==> src/rtl/hpi_pkg.sv <==
// Shared types and constants for the CY7C67200 HPI access controller.
package hpi_pkg;

    // Bus cycle phases of one HPI access
    typedef enum logic [2:0] {
        IDLE    = 3'd0,
        SETUP   = 3'd1,
        STROBE  = 3'd2,
        HOLD    = 3'd3,
        RECOVER = 3'd4
    } hpi_state_e;

    // HPI register selects
    localparam logic [1:0] DATA    = 2'd0;
    localparam logic [1:0] MAILBOX = 2'd1;
    localparam logic [1:0] ADDRESS = 2'd2;
    localparam logic [1:0] STATUS  = 2'd3;

    // Requester indices
    localparam logic REQ_NIOS = 1'b0;
    localparam logic REQ_KEY  = 1'b1;

    // One-hot response vector for a recorded owner
    function automatic logic [1:0] owner_onehot(input logic owner);
        return (owner == REQ_KEY) ? 2'b10 : 2'b01;
    endfunction

endpackage

==> src/rtl/rr_arb2.sv <==
// Two-way round-robin arbiter: combinational grant, registered last-grant pointer.
module rr_arb2 (
    input  logic       clk,
    input  logic       rst_n,
    input  logic [1:0] req,
    input  logic       en,
    output logic [1:0] gnt
);

    // 1 = requester 1 was granted last; reset value gives requester 0 priority
    logic last;

    // Contention goes to the requester not served last; a lone request always wins
    always_comb begin
        gnt = req;
        if (req == 2'b11) gnt = last ? 2'b01 : 2'b10;
    end

    // Pointer moves only when a grant is actually taken
    always_ff @(posedge clk or negedge rst_n) begin
        if (!rst_n)            last <= 1'b1;
        else if (en && |gnt)   last <= gnt[1];
    end

endmodule

==> src/rtl/hpi_access_ctrl.sv <==
// Sequences NIOS and keycode-poller accesses onto the HPI bus with
// programmable setup/strobe/hold/recovery timing. All outputs registered.
import hpi_pkg::*;

module hpi_access_ctrl #(
    parameter int unsigned SETUP_CYCLES   = 1,
    parameter int unsigned STROBE_CYCLES  = 4,
    parameter int unsigned HOLD_CYCLES    = 1,
    parameter int unsigned RECOVER_CYCLES = 2
) (
    input  logic        clk_clk,
    input  logic        reset_reset_n,
    input  logic [1:0]  req_valid,
    input  logic [1:0]  req_we,
    input  logic [3:0]  req_addr,
    input  logic [31:0] req_wdata,
    output logic [1:0]  req_ready,
    output logic [1:0]  rsp_valid,
    output logic [15:0] rsp_rdata,
    output logic [1:0]  otg_hpi_address,
    output logic        otg_hpi_cs_n,
    output logic        otg_hpi_r_n,
    output logic        otg_hpi_w_n,
    output logic [15:0] otg_hpi_data_out,
    output logic        otg_hpi_data_oe,
    input  logic [15:0] otg_hpi_data_in,
    output logic        busy
);

    localparam logic [3:0] SETUP_LD   = 4'(SETUP_CYCLES - 1);
    localparam logic [3:0] STROBE_LD  = 4'(STROBE_CYCLES - 1);
    localparam logic [3:0] HOLD_LD    = 4'(HOLD_CYCLES - 1);
    localparam logic [3:0] RECOVER_LD = 4'(RECOVER_CYCLES - 1);

    hpi_state_e        state, nxt_state;
    logic [3:0]        cnt, cnt_nxt;
    logic              do_grant;
    logic [1:0]        gnt;
    logic              gidx;
    logic              bus_nxt;
    logic              launch;

    logic              we_q;
    logic              owner_q;
    logic [1:0]        addr_q;
    logic [15:0]       wdata_q;

    logic [1:0][1:0]   addr_v;
    logic [1:0][15:0]  wdata_v;

    assign addr_v  = req_addr;
    assign wdata_v = req_wdata;

    rr_arb2 u_arb (
        .clk   (clk_clk),
        .rst_n (reset_reset_n),
        .req   (req_valid),
        .en    (do_grant),
        .gnt   (gnt)
    );

    assign gidx = gnt[REQ_KEY];

    // A grant cycle is spent in IDLE with req_ready high; the access launches after it
    assign launch  = (state == IDLE) && (req_ready != 2'b00);
    assign bus_nxt = nxt_state inside {SETUP, STROBE, HOLD};

    // Phase sequencing; arbitration happens in IDLE or in the final RECOVER cycle
    // so back-to-back accesses lose no cycle
    always_comb begin
        nxt_state = state;
        cnt_nxt   = cnt;
        do_grant  = 1'b0;
        case (state)
            IDLE: begin
                if (launch) begin
                    nxt_state = SETUP;
                    cnt_nxt   = SETUP_LD;
                end else if (|req_valid) begin
                    do_grant  = 1'b1;
                end
            end
            SETUP: begin
                if (cnt == 4'd0) begin
                    nxt_state = STROBE;
                    cnt_nxt   = STROBE_LD;
                end else cnt_nxt = cnt - 4'd1;
            end
            STROBE: begin
                if (cnt == 4'd0) begin
                    nxt_state = HOLD;
                    cnt_nxt   = HOLD_LD;
                end else cnt_nxt = cnt - 4'd1;
            end
            HOLD: begin
                if (cnt == 4'd0) begin
                    nxt_state = RECOVER;
                    cnt_nxt   = RECOVER_LD;
                end else cnt_nxt = cnt - 4'd1;
            end
            RECOVER: begin
                if (cnt == 4'd0) begin
                    nxt_state = IDLE;
                    cnt_nxt   = 4'd0;
                    do_grant  = |req_valid;
                end else cnt_nxt = cnt - 4'd1;
            end
            default: begin
                nxt_state = IDLE;
                cnt_nxt   = 4'd0;
            end
        endcase
    end

    // State and phase counter
    always_ff @(posedge clk_clk or negedge reset_reset_n) begin
        if (!reset_reset_n) begin
            state <= IDLE;
            cnt   <= 4'd0;
        end else begin
            state <= nxt_state;
            cnt   <= cnt_nxt;
        end
    end

    // Capture the granted request so the requester may move on after req_ready
    always_ff @(posedge clk_clk or negedge reset_reset_n) begin
        if (!reset_reset_n) begin
            we_q    <= 1'b0;
            owner_q <= REQ_NIOS;
            addr_q  <= 2'd0;
            wdata_q <= 16'd0;
        end else if (do_grant) begin
            we_q    <= req_we[gidx];
            owner_q <= gidx;
            addr_q  <= addr_v[gidx];
            wdata_q <= wdata_v[gidx];
        end
    end

    // Pad controls follow the next phase so each pin changes on the phase boundary
    always_ff @(posedge clk_clk or negedge reset_reset_n) begin
        if (!reset_reset_n) begin
            otg_hpi_cs_n     <= 1'b1;
            otg_hpi_r_n      <= 1'b1;
            otg_hpi_w_n      <= 1'b1;
            otg_hpi_data_oe  <= 1'b0;
            otg_hpi_address  <= 2'd0;
            otg_hpi_data_out <= 16'd0;
        end else begin
            otg_hpi_cs_n    <= !bus_nxt;
            otg_hpi_r_n     <= !((nxt_state == STROBE) && !we_q);
            otg_hpi_w_n     <= !((nxt_state == STROBE) && we_q);
            otg_hpi_data_oe <= bus_nxt && we_q;
            if (launch) begin
                otg_hpi_address <= addr_q;
                if (we_q) otg_hpi_data_out <= wdata_q;
            end
        end
    end

    // Handshake outputs: accept pulse, completion pulse, read capture, busy
    always_ff @(posedge clk_clk or negedge reset_reset_n) begin
        if (!reset_reset_n) begin
            req_ready <= 2'b00;
            rsp_valid <= 2'b00;
            rsp_rdata <= 16'd0;
            busy      <= 1'b0;
        end else begin
            req_ready <= do_grant ? gnt : 2'b00;
            rsp_valid <= ((state == HOLD) && (nxt_state == RECOVER)) ?
                         owner_onehot(owner_q) : 2'b00;
            if ((state == STROBE) && (nxt_state == HOLD) && !we_q)
                rsp_rdata <= otg_hpi_data_in;
            busy      <= (nxt_state != IDLE);
        end
    end

endmodule

==> config.mk <==
export PLATFORM = sky130hd
export DESIGN_NAME = hpi_access_ctrl
export DESIGN_NICKNAME = d
export VERILOG_FILES = /design/src/rtl/hpi_pkg.sv /design/src/rtl/rr_arb2.sv /design/src/rtl/hpi_access_ctrl.sv
export SDC_FILE = /design/constraint.sdc
export NUM_CORES = 1
export LEC_CHECK = 0
export ABC_AREA = 1
export CORE_MARGIN = 2
export CORE_UTILIZATION = 25
export DETAILED_ROUTE_END_ITERATION = 8
export HOLD_SLACK_MARGIN = 0.05
export SYNTH_ARGS = -nofsm -noshare
export SYNTH_HDL_FRONTEND = slang
export SYNTH_SLANG_ARGS = --single-unit
==> constraint.sdc <==
create_clock -name clk_clk -period 1.45 [get_ports clk_clk]
set_input_delay 0.2175 -clock clk_clk [delete_from_list [all_inputs] [get_ports clk_clk]]
set_output_delay 0.2175 -clock clk_clk [all_outputs]
set_load 0.005 [all_outputs]
After elaboration in Yosys (flattened, before gate mapping)
Cells that the tools add are included.
W data, S select, Z words.
{"block": "totals", "register_bits": 71, "inputBits": 58, "word_cells": 76, "output_inout_bits": 43}
{"block": "op_classes", "magnitude_cmp": 1, "addsub": 1, "n_reduce_logical": 21, "n_mux": 26, "eq_ne": 10}
{"op": "$mux W16", "n": 2}
{"op": "$mux W4", "n": 4}
{"op": "$pmux W4 S4", "n": 1}
{"op": "$mux W3", "n": 5}
{"op": "$pmux W3 S5", "n": 1}
{"op": "$mux W2", "n": 7}
{"op": "$eq A3 B2 Y1 const B", "n": 4}
{"op": "$logic_and A1 B1 Y1", "n": 8}
{"op": "$eq A3 B1 Y1 const B", "n": 2}
{"op": "$eq A3 B3 Y1 const B", "n": 2}
{"op": "$reduce_bool A3 Y1", "n": 2}
{"op": "$reduce_or A2 Y1", "n": 3}
{"op": "$mux W1", "n": 5}
{"op": "$logic_not A1 Y1", "n": 4}
{"op": "$logic_not A4 Y1", "n": 1}
{"op": "$sub A4 B1 Y4 const B", "n": 1}
{"op": "$logic_not A3 Y1", "n": 1}
{"op": "$eq A2 B2 Y1 const B", "n": 1}
{"op": "$lt A1 B2 Y1 const B", "n": 1}
{"op": "$ne A2 B2 Y1 const B", "n": 1}
{"op": "$pmux W1 S2", "n": 1}
{"op": "$reduce_and A2 Y1", "n": 1}
{"op": "$reduce_bool A2 Y1", "n": 1}

Logic depth before layout (Yosys ltp)
{"block": "logic_depth", "ltp_word": 7, "ltp_mapped": 10}

Hierarchy
Synthesis repeated with hierarchy kept, for this count alone.
{"block": "unflattened", "cells_unflattened": 372, "area_unflattened_um2": 3204.3}
{"mod": "hpi_access_ctrl", "n_inst": 1, "cells_each": 364, "seq_area_each_um2": 1755.4, "area_each_um2": 3143.0}
{"mod": "rr_arb2", "n_inst": 1, "cells_each": 8, "seq_area_each_um2": 26.3, "area_each_um2": 61.3}

Worst setup path before layout
Ideal clock, no wire load.
{"block": "synth_path", "kind": "register to register", "startpoint": "register cnt[0]", "endpoint": "register wdata_q[10]", "setup_slack_ps": 18, "arrival_ps": 1358, "required_ps": 1376, "setup_ps": 74, "period_less_slack_ps": 1432, "stages_incl_launch_ff": 11, "cell_sequence": "dfrtp_1 -> inv_1 -> ha_1 -> nand2_4 -> inv_2 -> nand3_1 -> nand2_2 -> buf_6 -> buf_8 -> nand2_1 -> o21ai_2"}
{"block": "synth_via", "elab_chain_len": 3}
{"item": "start, declared", "line_no": "hpi_access_ctrl.sv:36", "text": "logic [3:0] cnt, cnt_nxt;"}
{"item": "start signal, assigned", "line_no": "hpi_access_ctrl.sv:122", "text": "cnt <= cnt_nxt;"}
{"item": "$logic_not A4 Y1", "line_no": "hpi_access_ctrl.sv:102", "text": "if (cnt == 4'd0) begin"}
{"item": "$mux W1", "line_no": "hpi_access_ctrl.sv:102"}
{"item": "$pmux W1 S2", "line_no": "hpi_access_ctrl.sv:74", "text": "case (state)"}
{"item": "end signal, assigned", "line_no": "hpi_access_ctrl.sv:137", "text": "wdata_q <= wdata_v[gidx];"}
{"item": "end, declared", "line_no": "hpi_access_ctrl.sv:46", "text": "logic [15:0] wdata_q;"}
Every way passes these cells.
A chain may end at the register's enable or synchronous reset.

Worst setup path in the final report
{"block": "layout_path", "startpoint": "register rsp_rdata[12]", "endpoint": "output rsp_rdata[12]"}
{"item": "start, declared", "line_no": "hpi_access_ctrl.sv:19", "text": "output logic [15:0] rsp_rdata,"}
{"item": "start signal, assigned", "line_no": "hpi_access_ctrl.sv:174", "text": "rsp_rdata <= otg_hpi_data_in;"}
No word-level cell between the ends.

==> impl_metrics.ini <==
[run_status]
status = completed

[worst_setup_path]
crit_path_end_kind = output port
critPathMaxStageDelay_ns = 0.53
reg2regPathDepth = 7
arrival_ns = 1.21
crit_path_start_kind = flop
r2r-end = rsp_rdata[5]
crit-reg2reg-launch = state[1]
critical_path_class = reg -> out
crit_family = buffers and inverters
critPathMaxFanout = 2
cp.required_ns = 1.23
cp_cell_sequence = clkdlybuf4s50_1
path_buf_inv = 1
crit_path_top_delay_cell = clkdlybuf4s50_1
r2r_setup_slack_ns = 0.03

[die]
core-area_mm2 = 0.01216
pin_count = 101
fp-row-count = 40
die_w_um = 116.1
die_h_um = 116.1
start_util_pct = 25.85
dieArea_mm2 = 0.01349

[grt]
grt_pass1_vias = 2757
overflow = 0
gr-usage-all-layers_pct = 12.18
grt_max_degree = 72
grt_pass1_wl_um = 12850
antenna_found_initial = 0

[run]
maxCapViolations = 0

[clock_network]
cts-root-buf = clkbuf_16
cts_max_path_buffers = 2
clock_latency_ns = 0.33
cts_inserted_buffers = 9
cts_tree = yes
htreeDepth = 3
cts_sinks = 71
clk_pin_slew_ns = 0.06

[synth]
syn_nets = 431
synth_top_family_by_area = simple AND/OR/NAND/NOR gates
synth-simple-area-share_pct = 23.52
synth_xor_area_share_pct = 0.2786
syn_area_mm2 = 0.003144
synth_adder_area_share_pct = 0.7959
async_flop_share_pct = 100.0
ys_seq_area_share_pct = 56.67
synth_compound_area_share_pct = 10.27
yosysUniqueCellTypes = 27
ys_warn_count = 0
synth-seq-cells = 71
synth_mux_area_share_pct = 0
syn_area_per_cell_um2 = 8.475
netlist_instances = 371
synth_edf_count = 0
synth_flop_cell = dfrtp_1

[power]
p_switching_mw = 3.624
ir_worst_vdd_uv = 666.0
swShare_pct = 33.72
p_leak_nw = 2.727
seq_power_share_pct = 31.8
internal-power_mw = 7.122
clkPwrFrac_pct = 22.5
power_density_mw_per_mm2 = 2038
pwr-share-comb_pct = 45.7

[cells_and_area]
nFillCells = 1205
drive_above_1_share_pct = 23.68
final_cell_mix = nand2_1, clkdlybuf4s50_1, dfrtp_1, inv_1, o21ai_1
final_util_pct = 43.36
nets = 566
n_antenna_cell = 0
design_area_mm2 = 0.005274
final_common_cell = nand2_1
syn_to_final_growth_pct = 67.73

[timing]
setup_ws_ns = 0.02254
post-route-period-util_pct = 98.45
tightest_slew_ns = 0.3870
setup_viol = 0
maxSlewViolCount = 0
relSlewSlack_pct = 74.20
fin_crit_ns = 1.427
rsz0062_at_grt = yes
final_hold_viol_count = 0
finalClockSkew_ns = 0.005857
fmax_mhz = 700.5

[detailed_routing]
drcViolationCount = 0
drt-met1-wl_um = 3826
dr.pass1.iters = 4
post_drt_via_cell_ratio = 4.103
wl_per_cell_um = 12.63
wirelength_um = 8575
highest-signal-layer = met4
drt-initial-drc-count = 102
vias = 2786
postRouteAntennaNets = 0
wl_met2_um = 4106
dr_wl_met3_um = 423

[place]
gp_congestion = 0.7472
pre_cts_ws_ns = -0.2298
portBuffers = 100
dp_hpwl_um = 5753
dpl-instance-area_mm2 = 0.004496

[worst_hold_path]
hp-class = in -> async
[routing by layer]
| metal | vias to the layer above | GRT usage, % |
|---|---|---|
| met5 | - | 0 |
| met4 | 0 | 6.349 |
| met3 | 16 | 2.283 |
| met2 | 92 | 19.92 |
| met1 | 1267 | 15.40 |
| li1 | 1411 | - |
[per-stage QoR]
stage	instances	hold slack [ns]	total power, mW	setup TNS, ns
after floorplan	371	-0.07809	5.402	0
after global placement	645	0.2527	7.351	-2.595
after detailed placement	645	0.2572	7.500	-3.925
after CTS	666	0.4343	10.29	0
after global routing	679	0.4581	11.58	-0.7233
final	679	0.4251	10.75	0
[sequential cells by signal (all words and copies together) (netlist names), 2 cells and up]
register	cells
rsp_valid	2
otg_hpi_data_out	16
addr_q	2
rsp_rdata	16
req_ready	2
cnt	4
wdata_q	16
otg_hpi_address	2
state	3
[kinds of logic after synthesis]
| group | Yosys count |
|---|---|
| DFF | 71 |
| xor gates and xnor gates | 1 |
| buffers and inverters | 63 |
| AOI/OAI and AO/OA | 57 |
| adders and majority gates | 2 |
| and+or+nand+nor | 177 |
[cell type report]
class,instances,area [µm²],area share [%]
Clock inverter,5,80.08,1.518
Sequential cell,71,1785,33.86
Tap cell,168,210.2,3.986
Multi-Input combinational cell,237,1251,23.72
Clock buffer,11,252.7,4.792
Timing Repair Buffer,138,1505,28.54
Inverter,49,188.9,3.582
[Yosys cell counts (2+ instances only)]
| cell type | n | area [µm²] |
|---|---|---|
| nand2_1 | 143 | 536.8 |
| dfrtp_1 | 67 | 1677 |
| inv_1 | 47 | 176.4 |
| o21ai_0 | 40 | 200.2 |
| nor2_1 | 11 | 41.29 |
| nand3_1 | 10 | 50.05 |
| o21ai_2 | 10 | 87.58 |
| o21ai_1 | 7 | 35.03 |
| buf_2 | 5 | 25.02 |
| clkbuf_1 | 5 | 18.77 |
| dfstp_2 | 4 | 105.1 |
| nand2_2 | 3 | 18.77 |
| ha_1 | 2 | 25.02 |
| inv_2 | 2 | 7.510 |
| nand4_1 | 2 | 12.51 |
| nor2_2 | 2 | 12.51 |
[power groups by stage]
stage | Combinational (mW) | Clock (mW) | Sequential [mW]
3_5_place_dp | 4.13 | 0 | 3.37
2_1_floorplan | 2.06 | 0 | 3.34
3_3_place_gp | 4.00 | 0 | 3.35
4_1_cts | 4.44 | 2.49 | 3.37
5_1_grt | 5.50 | 2.57 | 3.51
6_report | 4.91 | 2.41 | 3.42
[how the worst max path moves through the flow]
stage	slack (ns)	endpoint	from	cells past startpoint
after floorplan	0.02	wdata_q[10]	cnt[0]	10
after global routing	-0.07	wdata_q[3]	cnt[1]	9
after global placement	-0.14	we_q	req_valid[1]	7
final	0.02	rsp_rdata[12]	rsp_rdata[12]	1
after CTS	0.008	otg_hpi_data_out[14]	otg_hpi_data_out[14]	1
after detailed placement	-0.23	wdata_q[2]	req_valid[0]	6
[repair_timing]
item                       in CTS  in global routing
cloned                          1                  6
setup endpoints to repair      19                 61
hold endpoints to repair       67                  0
pin swaps                       2                  6
setup buffers                   3                  7
hold buffers                    1                  0
resized for setup              17                 86
No activity file was read; power rests on OpenSTA's default activity.
